<file path="src/rtl/multicycle_pkg.sv">
// +--------------------------------------------------------------------+
// | multicycle_pkg: states, opcodes, ALU codes and datapath selects    |
// | Rev 1.0                                                            |
// +--------------------------------------------------------------------+
`default_nettype none

package multicycle_pkg;

  typedef enum logic [3:0] {
    S_FETCH, S_DECODE, S_EXECUTE, S_ALU_WB,
    S_MEM_ADDR, S_LOAD_MEM, S_LOAD_WB, S_STORE_MEM,
    S_BRANCH_CMP, S_BRANCH_TAKEN, S_LINK, S_JUMP,
    S_LUI, S_AUIPC, S_NEXT_PC, S_TRAP
  } state_t;

  typedef enum logic [1:0] {
    ALU_CLASS_ADD, ALU_CLASS_OP, ALU_CLASS_OP_IMM, ALU_CLASS_BRANCH
  } alu_class_t;

  localparam logic [6:0] OPC_LOAD     = 7'b0000011;
  localparam logic [6:0] OPC_MISC_MEM = 7'b0001111;
  localparam logic [6:0] OPC_OP_IMM   = 7'b0010011;
  localparam logic [6:0] OPC_AUIPC    = 7'b0010111;
  localparam logic [6:0] OPC_STORE    = 7'b0100011;
  localparam logic [6:0] OPC_OP       = 7'b0110011;
  localparam logic [6:0] OPC_LUI      = 7'b0110111;
  localparam logic [6:0] OPC_BRANCH   = 7'b1100011;
  localparam logic [6:0] OPC_JALR     = 7'b1100111;
  localparam logic [6:0] OPC_JAL      = 7'b1101111;

  localparam logic [4:0] ALU_ADD  = 5'd0;
  localparam logic [4:0] ALU_SUB  = 5'd1;
  localparam logic [4:0] ALU_SLL  = 5'd2;
  localparam logic [4:0] ALU_SLT  = 5'd3;
  localparam logic [4:0] ALU_SLTU = 5'd4;
  localparam logic [4:0] ALU_XOR  = 5'd5;
  localparam logic [4:0] ALU_SRL  = 5'd6;
  localparam logic [4:0] ALU_SRA  = 5'd7;
  localparam logic [4:0] ALU_OR   = 5'd8;
  localparam logic [4:0] ALU_AND  = 5'd9;

  localparam logic       OPA_RS1 = 1'b0;
  localparam logic       OPA_PC  = 1'b1;
  localparam logic [1:0] OPB_RS2  = 2'd0;
  localparam logic [1:0] OPB_IMM  = 2'd1;
  localparam logic [1:0] OPB_FOUR = 2'd2;
  localparam logic [1:0] OPB_ZERO = 2'd3;
  localparam logic [2:0] WB_ALU_OUT = 3'd0;
  localparam logic [2:0] WB_DATA    = 3'd1;
  localparam logic [2:0] WB_PC      = 3'd2;
  localparam logic [2:0] WB_IMM     = 3'd3;
  localparam logic       NPC_ALU_RESULT = 1'b0;
  localparam logic       NPC_ALU_OUT    = 1'b1;

  // BEQ/BGE/BGEU take on a zero result, BNE/BLT/BLTU on a non-zero one
  function automatic logic branch_taken(input logic [2:0] funct3, input logic zero);
    return zero ^ (funct3[0] ^ funct3[2]);
  endfunction

endpackage

`default_nettype wire

</file>
<file path="src/rtl/alu_control.sv">
// +--------------------------------------------------------------------+
// | alu_control: maps (class, funct3, funct7) to an ALU function code  |
// | Rev 1.0                                                            |
// +--------------------------------------------------------------------+
`default_nettype none

module alu_control
  import multicycle_pkg::*;
(
  input  alu_class_t  alu_class,
  input  logic [2:0]  funct3,
  input  logic [6:0]  funct7,
  output logic [4:0]  alu_function
);

  logic unused_funct7;
  assign unused_funct7 = ^{funct7[6], funct7[4:0]};

  always_comb begin
    alu_function = ALU_ADD;
    case (alu_class)
      ALU_CLASS_OP, ALU_CLASS_OP_IMM: begin
        case (funct3)
          3'b000: alu_function = (alu_class == ALU_CLASS_OP && funct7[5]) ? ALU_SUB : ALU_ADD;
          3'b001: alu_function = ALU_SLL;
          3'b010: alu_function = ALU_SLT;
          3'b011: alu_function = ALU_SLTU;
          3'b100: alu_function = ALU_XOR;
          3'b101: alu_function = funct7[5] ? ALU_SRA : ALU_SRL;
          3'b110: alu_function = ALU_OR;
          default: alu_function = ALU_AND;
        endcase
      end
      ALU_CLASS_BRANCH: begin
        case (funct3[2:1])
          2'b00:   alu_function = ALU_SUB;
          2'b10:   alu_function = ALU_SLT;
          2'b11:   alu_function = ALU_SLTU;
          default: alu_function = ALU_ADD;
        endcase
      end
      default: alu_function = ALU_ADD;
    endcase
  end

endmodule

`default_nettype wire

</file>
<file path="src/rtl/multicycle_control.sv">
// +--------------------------------------------------------------------+
// | multicycle_control: Moore FSM sequencing the multicycle RV32I path |
// | Rev 1.0                                                            |
// +--------------------------------------------------------------------+
`default_nettype none

module multicycle_control
  import multicycle_pkg::*;
(
  input  logic       clock,
  input  logic       reset,
  input  logic [6:0] inst_opcode,
  input  logic [2:0] inst_funct3,
  input  logic [6:0] inst_funct7,
  input  logic       alu_result_equal_zero,
  output logic [4:0] alu_function,
  output logic       alu_operand_a_select,
  output logic [1:0] alu_operand_b_select,
  output logic       next_pc_select,
  output logic       pc_write_enable,
  output logic       alu_out_write_enable,
  output logic       inst_write_enable,
  output logic       data_write_enable,
  output logic       regfile_write_enable,
  output logic [2:0] reg_writeback_select,
  output logic       inst_or_data,
  output logic       mem_read_enable,
  output logic       mem_write_enable,
  output logic       illegal_inst
);

  state_t     state_q, state_d;
  alu_class_t alu_class;
  logic       do_pc_plus_4;

  alu_control u_alu_control (
    .alu_class    (alu_class),
    .funct3       (inst_funct3),
    .funct7       (inst_funct7),
    .alu_function (alu_function)
  );

  always_ff @(posedge clock or posedge reset) begin
    if (reset) state_q <= S_FETCH;
    else       state_q <= state_d;
  end

  always_comb begin
    state_d = state_q;
    case (state_q)
      S_FETCH: state_d = S_DECODE;
      S_DECODE: begin
        case (inst_opcode)
          OPC_OP, OPC_OP_IMM:  state_d = S_EXECUTE;
          OPC_LOAD, OPC_STORE: state_d = S_MEM_ADDR;
          OPC_BRANCH:          state_d = S_BRANCH_CMP;
          OPC_JAL, OPC_JALR:   state_d = S_LINK;
          OPC_LUI:             state_d = S_LUI;
          OPC_AUIPC:           state_d = S_AUIPC;
          OPC_MISC_MEM:        state_d = S_NEXT_PC;
          default:             state_d = S_TRAP;
        endcase
      end
      S_EXECUTE, S_AUIPC: state_d = S_ALU_WB;
      S_MEM_ADDR: state_d = (inst_opcode == OPC_LOAD) ? S_LOAD_MEM : S_STORE_MEM;
      S_LOAD_MEM: state_d = S_LOAD_WB;
      S_BRANCH_CMP: begin
        if (inst_funct3[2:1] == 2'b01)
          state_d = S_TRAP;
        else if (branch_taken(inst_funct3, alu_result_equal_zero))
          state_d = S_BRANCH_TAKEN;
        else
          state_d = S_NEXT_PC;
      end
      S_LINK: state_d = S_JUMP;
      S_TRAP: state_d = S_TRAP;
      default: state_d = S_FETCH;
    endcase
  end

  always_comb begin
    alu_class            = ALU_CLASS_ADD;
    alu_operand_a_select = OPA_RS1;
    alu_operand_b_select = OPB_RS2;
    next_pc_select       = NPC_ALU_RESULT;
    reg_writeback_select = WB_ALU_OUT;
    inst_or_data         = 1'b0;
    pc_write_enable      = 1'b0;
    alu_out_write_enable = 1'b0;
    inst_write_enable    = 1'b0;
    data_write_enable    = 1'b0;
    regfile_write_enable = 1'b0;
    mem_read_enable      = 1'b0;
    mem_write_enable     = 1'b0;
    illegal_inst         = 1'b0;
    do_pc_plus_4         = 1'b0;
    case (state_q)
      S_FETCH: begin
        mem_read_enable   = 1'b1;
        inst_write_enable = 1'b1;
      end
      S_EXECUTE: begin
        alu_class            = (inst_opcode == OPC_OP) ? ALU_CLASS_OP : ALU_CLASS_OP_IMM;
        alu_operand_b_select = (inst_opcode == OPC_OP) ? OPB_RS2 : OPB_IMM;
        alu_out_write_enable = 1'b1;
      end
      S_ALU_WB, S_LOAD_WB: begin
        regfile_write_enable = 1'b1;
        reg_writeback_select = (state_q == S_LOAD_WB) ? WB_DATA : WB_ALU_OUT;
        do_pc_plus_4         = 1'b1;
      end
      S_MEM_ADDR: begin
        alu_operand_b_select = OPB_IMM;
        alu_out_write_enable = 1'b1;
      end
      S_LOAD_MEM: begin
        inst_or_data      = 1'b1;
        mem_read_enable   = 1'b1;
        data_write_enable = 1'b1;
      end
      S_STORE_MEM: begin
        inst_or_data     = 1'b1;
        mem_write_enable = 1'b1;
        do_pc_plus_4     = 1'b1;
      end
      S_BRANCH_CMP: alu_class = ALU_CLASS_BRANCH;
      S_BRANCH_TAKEN, S_AUIPC: begin
        alu_operand_a_select = OPA_PC;
        alu_operand_b_select = OPB_IMM;
        pc_write_enable      = (state_q == S_BRANCH_TAKEN);
        alu_out_write_enable = (state_q == S_AUIPC);
      end
      S_LINK: begin
        alu_operand_a_select = OPA_PC;
        alu_operand_b_select = OPB_FOUR;
        alu_out_write_enable = 1'b1;
      end
      // alu_out already holds the link address; the ALU computes the target
      S_JUMP: begin
        alu_operand_a_select = (inst_opcode == OPC_JAL) ? OPA_PC : OPA_RS1;
        alu_operand_b_select = OPB_IMM;
        regfile_write_enable = 1'b1;
        pc_write_enable      = 1'b1;
      end
      S_LUI: begin
        regfile_write_enable = 1'b1;
        reg_writeback_select = WB_IMM;
        do_pc_plus_4         = 1'b1;
      end
      S_NEXT_PC: do_pc_plus_4 = 1'b1;
      S_TRAP:    illegal_inst = 1'b1;
      default: ;
    endcase
    if (do_pc_plus_4) begin
      alu_operand_a_select = OPA_PC;
      alu_operand_b_select = OPB_FOUR;
      pc_write_enable      = 1'b1;
    end
    if (reset) begin
      pc_write_enable      = 1'b0;
      alu_out_write_enable = 1'b0;
      inst_write_enable    = 1'b0;
      data_write_enable    = 1'b0;
      regfile_write_enable = 1'b0;
      mem_read_enable      = 1'b0;
      mem_write_enable     = 1'b0;
    end
  end

endmodule

`default_nettype wire

</file>
<file path="config.mk">
export PLATFORM = sky130hd
export DESIGN_NAME = multicycle_control
export DESIGN_NICKNAME = d
export VERILOG_FILES = /design/src/rtl/multicycle_pkg.sv /design/src/rtl/alu_control.sv /design/src/rtl/multicycle_control.sv
export SDC_FILE = /design/constraint.sdc
export NUM_CORES = 1
export LEC_CHECK = 0
export BUFFER_PORTS_ARGS = -buffer_cell sky130_fd_sc_hd__buf_2
export CAP_MARGIN = 20
export CORE_MARGIN = 3
export CORE_UTILIZATION = 46
export DETAILED_ROUTE_END_ITERATION = 7
export PLACE_DENSITY = 0.91
export SYNTH_ARGS = -nofsm -noshare
export SYNTH_HDL_FRONTEND = slang
export SYNTH_SLANG_ARGS = --single-unit
</file>
<file path="constraint.sdc">
create_clock -name clock -period 2.6 [get_ports clock]
set_input_delay 0.52 -clock clock [delete_from_list [all_inputs] [get_ports clock]]
set_output_delay 0.52 -clock clock [all_outputs]
set_load 0.005 [all_outputs]
</file>
* After elaboration in Yosys (flattened, before gate mapping)
Cells that the tools add are included.
** Cells by class
- Bitwise operators :: 2
- Reduce and logical (&&, ||, !) cells :: 18
- Equal/unequal tests :: 37
- Mux-type cells :: 38
** Operator list (count)
- 5-bit case mux with 7 select lines :: 1
- 4-bit equality test, second input constant :: 8
- 4-bit case mux with 8 select lines :: 1
- 4-bit case mux with 7 select lines :: 1
- 1-bit 2-to-1 mux :: 22
- 7-bit by 6-bit equality test with 1-bit output, second input constant :: 3
- 7-bit equality test, second input constant :: 3
- 2-bit OR reduction :: 9
- 4-bit by 3-bit equality test with 1-bit output, second input constant :: 4
- 7-bit by 5-bit equality test with 1-bit output, second input constant :: 2
- 5-bit case mux with 2 select lines :: 1
- 3-bit equality test, second input constant :: 3
- 3-bit case mux with 3 select lines :: 1
- 2-bit equality test, second input constant :: 4
- 4-bit by 2-bit equality test with 1-bit output, second input constant :: 2
- 2-bit case mux with 2 select lines :: 2
- 4-bit OR reduction :: 2
- 7-bit by 2-bit equality test with 1-bit output, second input constant :: 1
- 7-bit by 4-bit equality test with 1-bit output, second input constant :: 1
- 3-bit by 2-bit equality test with 1-bit output, second input constant :: 2
- 2-bit 2-to-1 mux :: 3
- 3-bit 2-to-1 mux :: 2
- 1-bit case mux with 2 select lines :: 3
- 2-bit case mux with 3 select lines :: 1
- 10 further kinds :: 13
** Storage, ports and cells
- Output and inout port bits :: 21
- Register bits :: 4
- Logic and storage cells :: 96
- Bits of input ports :: 20

* Longest topological paths before layout
Gate-level depths: netlist (run 1).
- Word-level depth :: 8
- Gate-level depth with buffers :: 9
- Depth with buffers taken out :: 9

* Hierarchy
Synthesis (run 1) repeated with hierarchy kept, for this count alone.
** Second synthesis, totals
- Cells, all modules :: 139
- Area, all modules :: 913.4 µm²
** By module, submodules not included
- multicycle_control :: cells an instance 110, seq. area each 100.1 µm², area each 705.7 µm², times used 1
- alu_control :: cells an instance 29, seq. area each 0.0 µm², area each 207.7 µm², times used 1

* Worst setup path before layout (run 1)
No wires, ideal clock.
- Path type :: input -> output
- Start point :: in inst_opcode[1]
- End point :: out alu_function[3]
- Slack :: 209 ps
- Data required time :: 2080 ps
- Stages :: 6
- Path buffers :: 0
- Data arrival time :: 1871 ps
- Cells stage by stage :: and2_0 > nand3b_1 > nor3_1 > o21a_1 > ha_1 > nor4b_1
** On the way
- Longest elaborated chain between the ends :: 6
- Elaborated cells between the ends (all ways) :: 8
- Those cells by class :: eq/ne (4); mux (3); reduce/logical (1)
** Ends and longest elaborated chain
- start, declared :: line multicycle_control.sv:12 : input logic [6:0] inst_opcode,
- 7-bit by 6-bit equality test with 1-bit output * :: line multicycle_control.sv:103 : alu_class = (inst_opcode == OPC_OP) ? ALU_CLASS_OP : ALU_CLASS_OP_IMM;
- 2-bit 2-to-1 mux * :: line multicycle_control.sv:103
- 2-bit case mux with 2 select lines * :: line multicycle_control.sv:97 : case (state_q)
- 2-bit equality test / 2-bit by 1-bit equality test with 1-bit output (equally long branches) :: line alu_control.sv:21 : case (alu_class)
- 2-bit OR reduction :: line alu_control.sv:21
- 5-bit case mux with 2 select lines * :: line alu_control.sv:21
- end, declared :: line multicycle_control.sv:16 : output logic [4:0] alu_function,
Every way passes the cells marked *; elsewhere a longest branch is shown, timed or not.

* Final worst setup path (run 1)
- Start point :: reg state_q[3]
- End point :: out alu_function[0]
** On the way
- Longest elaborated chain between the ends :: 7
- Elaborated cells between the ends (all ways) :: 11
- Those cells by class :: eq/ne (5); mux (4); reduce/logical (2)
** Ends and longest elaborated chain
- start, declared :: line multicycle_control.sv:32 : state_t state_q, state_d;
- start signal, assigned :: line multicycle_control.sv:45 : else state_q <= state_d;
- 4-bit equality test / 4-bit by 2-bit equality test with 1-bit output (equally long branches) :: line multicycle_control.sv:97
- 2-bit case mux with 2 select lines * :: line multicycle_control.sv:97
- 2-bit by 1-bit equality test with 1-bit output :: line alu_control.sv:21, alu_control.sv:24
- 1-bit logical AND :: line alu_control.sv:24 : 3'b000: alu_function = (alu_class == ALU_CLASS_OP && funct7[5]) ? ALU_SUB : ALU_ADD;
- 1-bit 2-to-1 mux :: line alu_control.sv:24
- 5-bit case mux with 7 select lines :: line alu_control.sv:23 : case (funct3)
- 5-bit case mux with 2 select lines * :: line alu_control.sv:21
Marks and branches as above.

==> results of run 1 <==
[metrics by stage]
step | util (%) | area [sq um] | hold slack [ns] | TNS, ns | cells
after global routing | 71.7 | 1170 | 0.238 | -0.104 | 190
after global placement | 66.1 | 1080 | 0.459 | 0 | 185
after floorplan | - | 860 | 0.291 | 0 | 129
after CTS | 67.7 | 1100 | 0.218 | 0 | 188
after detailed placement | 66.1 | 1080 | 0.481 | -0.0470 | 185
final | 71.7 | 1170 | 0.216 | 0 | 190
[timing repair]
item	CTS	global route
setup endpoints to repair	2	4
gates resized for setup	1	12
buffers inserted	0	2
pin swaps	0	5
hold endpoints to repair	0	0
hold buffers	0	0
[layout make-up]
| type | count | area (sq um) |
|---|---|---|
| Multi-Input combinational cell | 107 | 723 |
| Fill cell | 125 | 460 |
| Timing Repair Buffer | 46 | 268 |
| Sequential cell | 4 | 103 |
| Tap cell | 24 | 30.0 |
| Clock buffer | 3 | 22.5 |
| Inverter | 6 | 22.5 |
[cells in the final DEF, fill, tap and decap left out, types with 2 or more instances in the layout]
master	n
o2111ai_1	2
nand4b_1	2
nand3_1	3
nor2_1	13
inv_1	6
or2_1	2
clkbuf_4	3
nor3_1	3
conb_1	3
buf_4	15
nand2b_1	3
o221ai_1	2
o211ai_1	3
nor2b_1	4
o22a_1	2
dfrtp_2	2
and2_1	4
dfrtp_1	2
a31oi_1	2
buf_2	31
o21ai_0	5
nand2_1	10
a21oi_1	9
nor4_1	2
[metal layers]
metal	up-vias	routed length (um)	GRT usage (%)	share of wire [%]
li1	543	-	-	-
met1	529	1140	26.2	38
met2	109	1400	36.9	47
met3	16	339	2.75	11
met4	0	108	9.95	3.6
met5	-	0	0	0
[critical path: cells and delay by family, from the launching register on]
kind	cells	cell delay, ns
buf+inv	1	0.12
fa+ha+maj	1	0.25
compound gates	3	0.48
simple gates	3	0.49
flops	1	0.44
[where the power goes]
part / total, mW / internal, mW / switching [mW]
sequential: 0.137 / 0.0965 / 0.0407
combinational: 0.818 / 0.361 / 0.457
clock: 0.0834 / 0.0520 / 0.0314
total: 1.04 / 0.509 / 0.529
[cell families (layout without fill, tap and decap cells)]
group | after synthesis | after routing | synth area share (%)
adder cells (fa/ha/maj) | 3 | 3 | 4.41
multiplexers | 1 | 1 | 1.17
XOR/XNOR | 2 | 2 | 2.94
other | 1 | 3 | 0.440
AND/OR/NAND/NOR | 58 | 58 | 36.1
AO/OA/AOI/OAI | 40 | 40 | 32.7
buffers and inverters | 18 | 55 | 10.4
flip-flops | 4 | 4 | 11.7
[how the worst max path moves through the flow]
stage,start,endpoint,depth (start not counted)
3_3_place_gp,inst_opcode[3],alu_function[3],8
4_1_cts,inst_opcode[3],alu_function[0],10
5_1_grt,inst_opcode[3],alu_function[1],10
2_1_floorplan,inst_opcode[1],alu_function[3],6
3_5_place_dp,inst_opcode[3],alu_function[0],10
6_report,state_q[3],alu_function[0],8
==> out/qor.txt, run 1 <==
Critical Path, Cell by Cell -> nand2b_4 -> nor3_2 -> o21a_1 -> ha_4 -> a31oi_2 -> a22oi_1 -> nor2_1 -> buf_2
prevailing post-synth register cell -> dfrtp_1
Startpoint Class -> flop
clock skew -> 0.00553 ns
Post-synth top cells -> nor2_1 (15), a21oi_1 (10), nand2_1 (10), clkbuf_1 (6), inv_1 (6)
Total GRT Usage -> 21.4%
initial antenna violation count -> 0
status -> complete, no violations
max FFs per register -> 4
full die area -> 2400 sq um
Crit-path slowest cell -> dfrtp_2
clock sinks -> 4
final period utilization -> 98.3%
Peak VDD IR -> 472 uV
Crit Path Category -> reg2out
syn avg cell area -> 6.71 sq um
worst min-delay path class -> in2async
Die Width -> 49.0 um
clock tree root driver cell -> clkbuf_4
largest net degree at the start of global routing -> 18
Area contributors post-synth -> dfrtp_1 (12%), nor2_1 (6.6%), a21oi_1 (5.9%), ha_1 (4.4%), nand2_1 (4.4%)
reg2reg end -> state_q[0]
share of post-route cells with drive strength above 1 -> 38.0%
Initial DRC Count -> 79
Port-buffer cells -> 31
CP endpoint kind -> output port
post-layout minimum cycle time -> 2.56 ns
Synth top area share -> 11.7%
Seq cells post-synth -> 4
YS warnings -> 0
core area -> 1630 sq um
IO Pins -> 41
Initial Util -> 52.3%
R2R cell count -> 4
final net count -> 191
reg-to-reg startpoint -> state_q[1]
post-route setup slack -> 0.0446 ns
Setup WS pre-CTS -> -0.0338 ns
R2R setup slack -> 1.13 ns
die height -> 49.0 um
leakage -> 0.532 nW
gr ovfl total -> 0
unique cell type count in the Yosys netlist -> 49
wire per inst -> 15.8 um
# DRC -> 0
Via Count -> 1197
Reg clk slew, reported paths -> 0.04 ns
Final Max Tran Viols -> 0
Vias/cell -> 6.30
synthesized area -> 852 sq um
Top Registers -> state_q: 4 flops
Post-synth ARST share -> 100%
critical path arrival -> 2.04 ns
antenna cells -> 0
setup-violating endpoint count in the final report -> 0
vias in the first global route -> 939
clk_lat worst skew -> 0.25 ns
count leader, synth -> nor2_1
Pwr Total -> 1.04 mW
area leader, netlist -> dfrtp_1
drt total wl -> 2990 um
Final HPWL DP -> 2020 um
highest clock rate -> 391 MHz
H-tree depth -> 1
number of flops mapped to enable cells by yosys -> 0
Largest stage delay, worst path -> 0.44 ns
first-pass GRT wire length -> 4080 um
Row Count -> 14
Largest Register -> state_q
Max-cap violations -> 0
Post-Synthesis Cells -> 127
WP data required -> 2.08 ns
CTS Buf Count -> 3
routability cong. -> 0.923
CTS tree -> done
hold violation total from the final report -> 0
Clock Tree Buf Depth -> 2
Pwr Density -> 889 nW/um^2
router iterations before antenna repair -> 5
Area growth syn-to-layout -> 37.2%
Antenna Nets Post-Route -> 0
Seq/Total Area, Yosys -> 11.7%
CP Max Fanout -> 6
(Power assumes the default switching activity.)
==> inputs of run 2 (changes only) <==
--- a/config.mk
+++ b/config.mk
@@ -7,10 +7,11 @@
 export LEC_CHECK = 0
 export BUFFER_PORTS_ARGS = -buffer_cell sky130_fd_sc_hd__buf_2
 export CAP_MARGIN = 20
-export CORE_MARGIN = 3
-export CORE_UTILIZATION = 46
+export CORE_MARGIN = 8
+export CORE_UTILIZATION = 45
 export DETAILED_ROUTE_END_ITERATION = 7
-export PLACE_DENSITY = 0.91
+export PLACE_DENSITY = 0.88
 export SYNTH_ARGS = -nofsm -noshare
 export SYNTH_HDL_FRONTEND = slang
+export SYNTH_HIERARCHICAL = 1
 export SYNTH_SLANG_ARGS = --single-unit
==> out/qor.txt, run 2 <==
worst min-delay path class -> in2async
number of flops mapped to enable cells by yosys -> 0 (unchanged)
Crit-path slowest cell -> nor4_4
Area growth syn-to-layout -> 42.9%
RSZ-0062 raised after global routing -> yes
compound-cell area share of the yosys netlist -> 25.6% (-7.1 points)
drt total wl -> 3190 um (+6.7%)
unique cell type count in the Yosys netlist -> 47 (-4.1%)
largest family of logic cells by synthesized area -> simple AND/OR/NAND/NOR gates
status -> finished, violations left
CTS tree -> done
prevailing post-synth register cell -> dfrtp_1
Clock Tree Buf Depth -> 2 (unchanged)
core area -> 1940 sq um (+19%)
highest clock rate -> 376 MHz (-3.8%)
Die Width -> 61.1 um (+24%)
leakage -> 0.590 nW (+11%)
CTS Hold Bufs -> 0 (unchanged)
clock skew -> 0.00298 ns (-0.00255 ns)
Finished Layout Cells -> 206 (+8.4%)
Antenna Nets Post-Route -> 0 (unchanged)
WP buf/inv -> 4 (+3)
full die area -> 3730 sq um (+55%)
Pint -> 553 uW (+8.5%)
clock tree root driver cell -> clkbuf_4
setup-violating endpoint count in the final report -> 1 (+1)
wire per inst -> 15.5 um (-1.6%)
Comb pwr share -> 81.9% (+3.1 points)
clk_lat worst skew -> 0.24 ns (about the same)
Row Count -> 16 (+2)
CP endpoint kind -> output port
clock sinks -> 4 (unchanged)
Flop pwr share -> 11.0% (-2.2 points)
most frequent cells in the layout -> buf_2 (27), buf_4 (17), nand2_1 (13), nor2_1 (12)
post-synthesis adder-cell area fraction -> 4.11% (-0.30 points)
Peak VDD IR -> 553 uV (+17%)
placed cell count -> 200 (+8.1%)
Initial DRC Count -> 52 (-34%)
initial antenna violation count -> 0 (unchanged)
failing checks -> setup timing
post-route setup slack -> -0.0571 ns (-0.102 ns)
routability cong. -> 0.961 (+4.0%)
IO Pins -> 41 (unchanged)
Pwr Density -> 857 nW/um^2 (-3.6%)
Largest stage delay, worst path -> 0.28 ns (-0.16 ns)
area leader, netlist -> dfrtp_1
Top Registers -> state_q: 4 flops
Vias/cell -> 5.76 (-8.6%)
Port-buffer cells -> 31 (unchanged)
CP Max Fanout -> 2 (-4)
critical path arrival -> 2.14 ns (+0.10 ns)
Critical Path, Cell by Cell -> buf_8 -> nor4_4 -> nand4_1 -> a21oi_2 -> inv_2 -> ha_4 -> inv_1 -> o2111ai_4 -> o32ai_2 -> buf_2
largest delay contributor family on the critical path -> compound AO/OA/AOI/OAI gates
Via Count -> 1186 (-0.92%)
Pwr Total -> 1.12 mW (+7.6%)
Sw Ratio -> 50.6% (-0.41 points)
Seq/Total Area, Yosys -> 11.0% (-0.79 points)
mux share of post-synthesis cell area -> 1.10% (-0.079 points)
Post-Synthesis Cells -> 139 (+9.4%)
WHS -> 0.232 ns (+0.0157 ns)
WP data required -> 2.08 ns (about the same)
Crit Path Category -> in2out
largest net degree at the start of global routing -> 19 (+1)
final period utilization -> 102% (+3.9 points)
H-tree depth -> 1 (unchanged)
share of post-route cells with drive strength above 1 -> 43.0% (+5.1 points)
Synth top area share -> 11.0% (-0.79 points)
Final Max Tran Viols -> 0 (unchanged)
antenna cells -> 0 (unchanged)
CTS Buf Count -> 3 (unchanged)
Initial Util -> 47.0% (-5.3 points)
Area contributors post-synth -> dfrtp_1 (11%), a21oi_1 (6.6%), nand2_1 (5.8%), nor3_1 (5.5%), o21ai_0 (4.9%)
YS warnings -> 6 (+6)
hold violation total from the final report -> 0 (unchanged)
Post-synth ARST share -> 100% (unchanged)
synthesized area -> 913 sq um (+7.2%)
# DRC -> 0 (unchanged)
post-layout minimum cycle time -> 2.66 ns (+0.102 ns)
Net Sw Power -> 565 uW (+6.8%)
Seq cells post-synth -> 4 (unchanged)
Setup TNS -> -0.0571 ns (-0.0571 ns)
Simple-Gate Fraction of Synth Area -> 45.1% (+8.9 points)
router iterations before antenna repair -> 4 (-1)
syn avg cell area -> 6.57 sq um (-2.1%)
vias in the first global route -> 1117 (+19%)
final net count -> 204 (+6.8%)
XOR/XNOR Fraction of Synth Area -> 0.959% (-2.0 points)
Largest Register -> state_q
Clock power frac -> 7.1% (-0.9 points)
Startpoint Class -> primary input
count leader, synth -> nand2_1
Reg clk slew, reported paths -> 0.04 ns (about the same)
gr ovfl total -> 0 (unchanged)
Total GRT Usage -> 16.8% (-4.7 points)
first-pass GRT wire length -> 4870 um (+19%)
Post-synth top cells -> nand2_1 (14), a21oi_1 (12), nor2_1 (12), nor3_1 (10), o21ai_0 (9)
max FFs per register -> 4 (unchanged)
most common cell after layout, fill and taps aside -> buf_2
Final HPWL DP -> 2160 um (+7.1%)
Max-cap violations -> 0 (unchanged)
die height -> 61.1 um (+24%)
[run 2: changes by cell type after synthesis, sizes merged, moves of 4 or more]
cell and delta:
buf +5, clkbuf -4, nor2b +4, nor3 +7
o21ai +4, nand2 +4
[run 2: final cells by class]
class / instances / area (sq um)
Clock buffer: 3 / 22.5
Fill cell: 160 / 637
Inverter: 8 / 30.0
Multi-Input combinational cell: 115 / 796
Sequential cell: 4 / 100
Tap cell: 27 / 33.8
Timing Repair Buffer: 49 / 323
[run 2: layer usage]
metal	part of all wire (%)	global-route usage, %	up-vias
li1	-	-	568
met2	53	28.4	44
met1	40	19.3	570
met3	6.4	2.71	4
met4	0.72	9.97	0
met5	0	0	-
[run 2: worst reg2reg max path: stages (launching register included)]
cell,delay [ns]
dfrtp_1,0.46
buf_4,0.20
or2_1,0.31
o31ai_1,0.35
nand2_1,0.10
nand2_1,0.07
[run 2: per-stage QoR]
stage | setup WS (ns) | instance area (sq um) | utilization, %
after floorplan | 0.0789 | 917 | -
after global placement | -0.0877 | 1140 | 59.0
after detailed placement | -0.100 | 1140 | 59.0
after CTS | 0.0204 | 1250 | 64.3
after global routing | -0.150 | 1310 | 67.2
final | -0.0571 | 1310 | 67.2
[run 2: what timing repair did]
| action | 4_1_cts | 5_1_grt |
|---|---|---|
| gates cloned | 0 | 0 |
| pin swaps | 6 | 8 |
| setup endpoints to repair | 4 | 4 |
| buffers inserted | 3 | 2 |
| gates resized for setup | 13 | 14 |
[run 2: final timing paths]
check                                       end  cells past startpoint      startpoint  slack (ns)
worst min register to register       state_q[3]                      3      state_q[0]        0.72
min in group clock                   state_q[3]                      3      state_q[0]        0.72
max in group asynchronous            state_q[2]                      2           reset        2.18
worst min-delay path                 state_q[0]                      2           reset        0.23
worst max-delay path            alu_function[0]                     10  inst_opcode[2]       -0.06
worst max register to register       state_q[3]                      5      state_q[3]        1.05
[run 2: power by group through the flow]
stage                     registers [mW]  clock network (mW)  logic [mW]
after floorplan                    0.103                   0       0.528
after global routing               0.126              0.0895        1.01
after CTS                          0.121              0.0847       0.831
after global placement             0.117                   0       0.744
final                              0.123              0.0796       0.916
after detailed placement           0.120                   0       0.769
[run 2: cell families after synthesis]
kind of cell,after synthesis
fa+ha+maj,3
flops,4
buf+inv,21
mux,1
simple gates,72
other cells,2
xor+xnor,1
compound gates,35
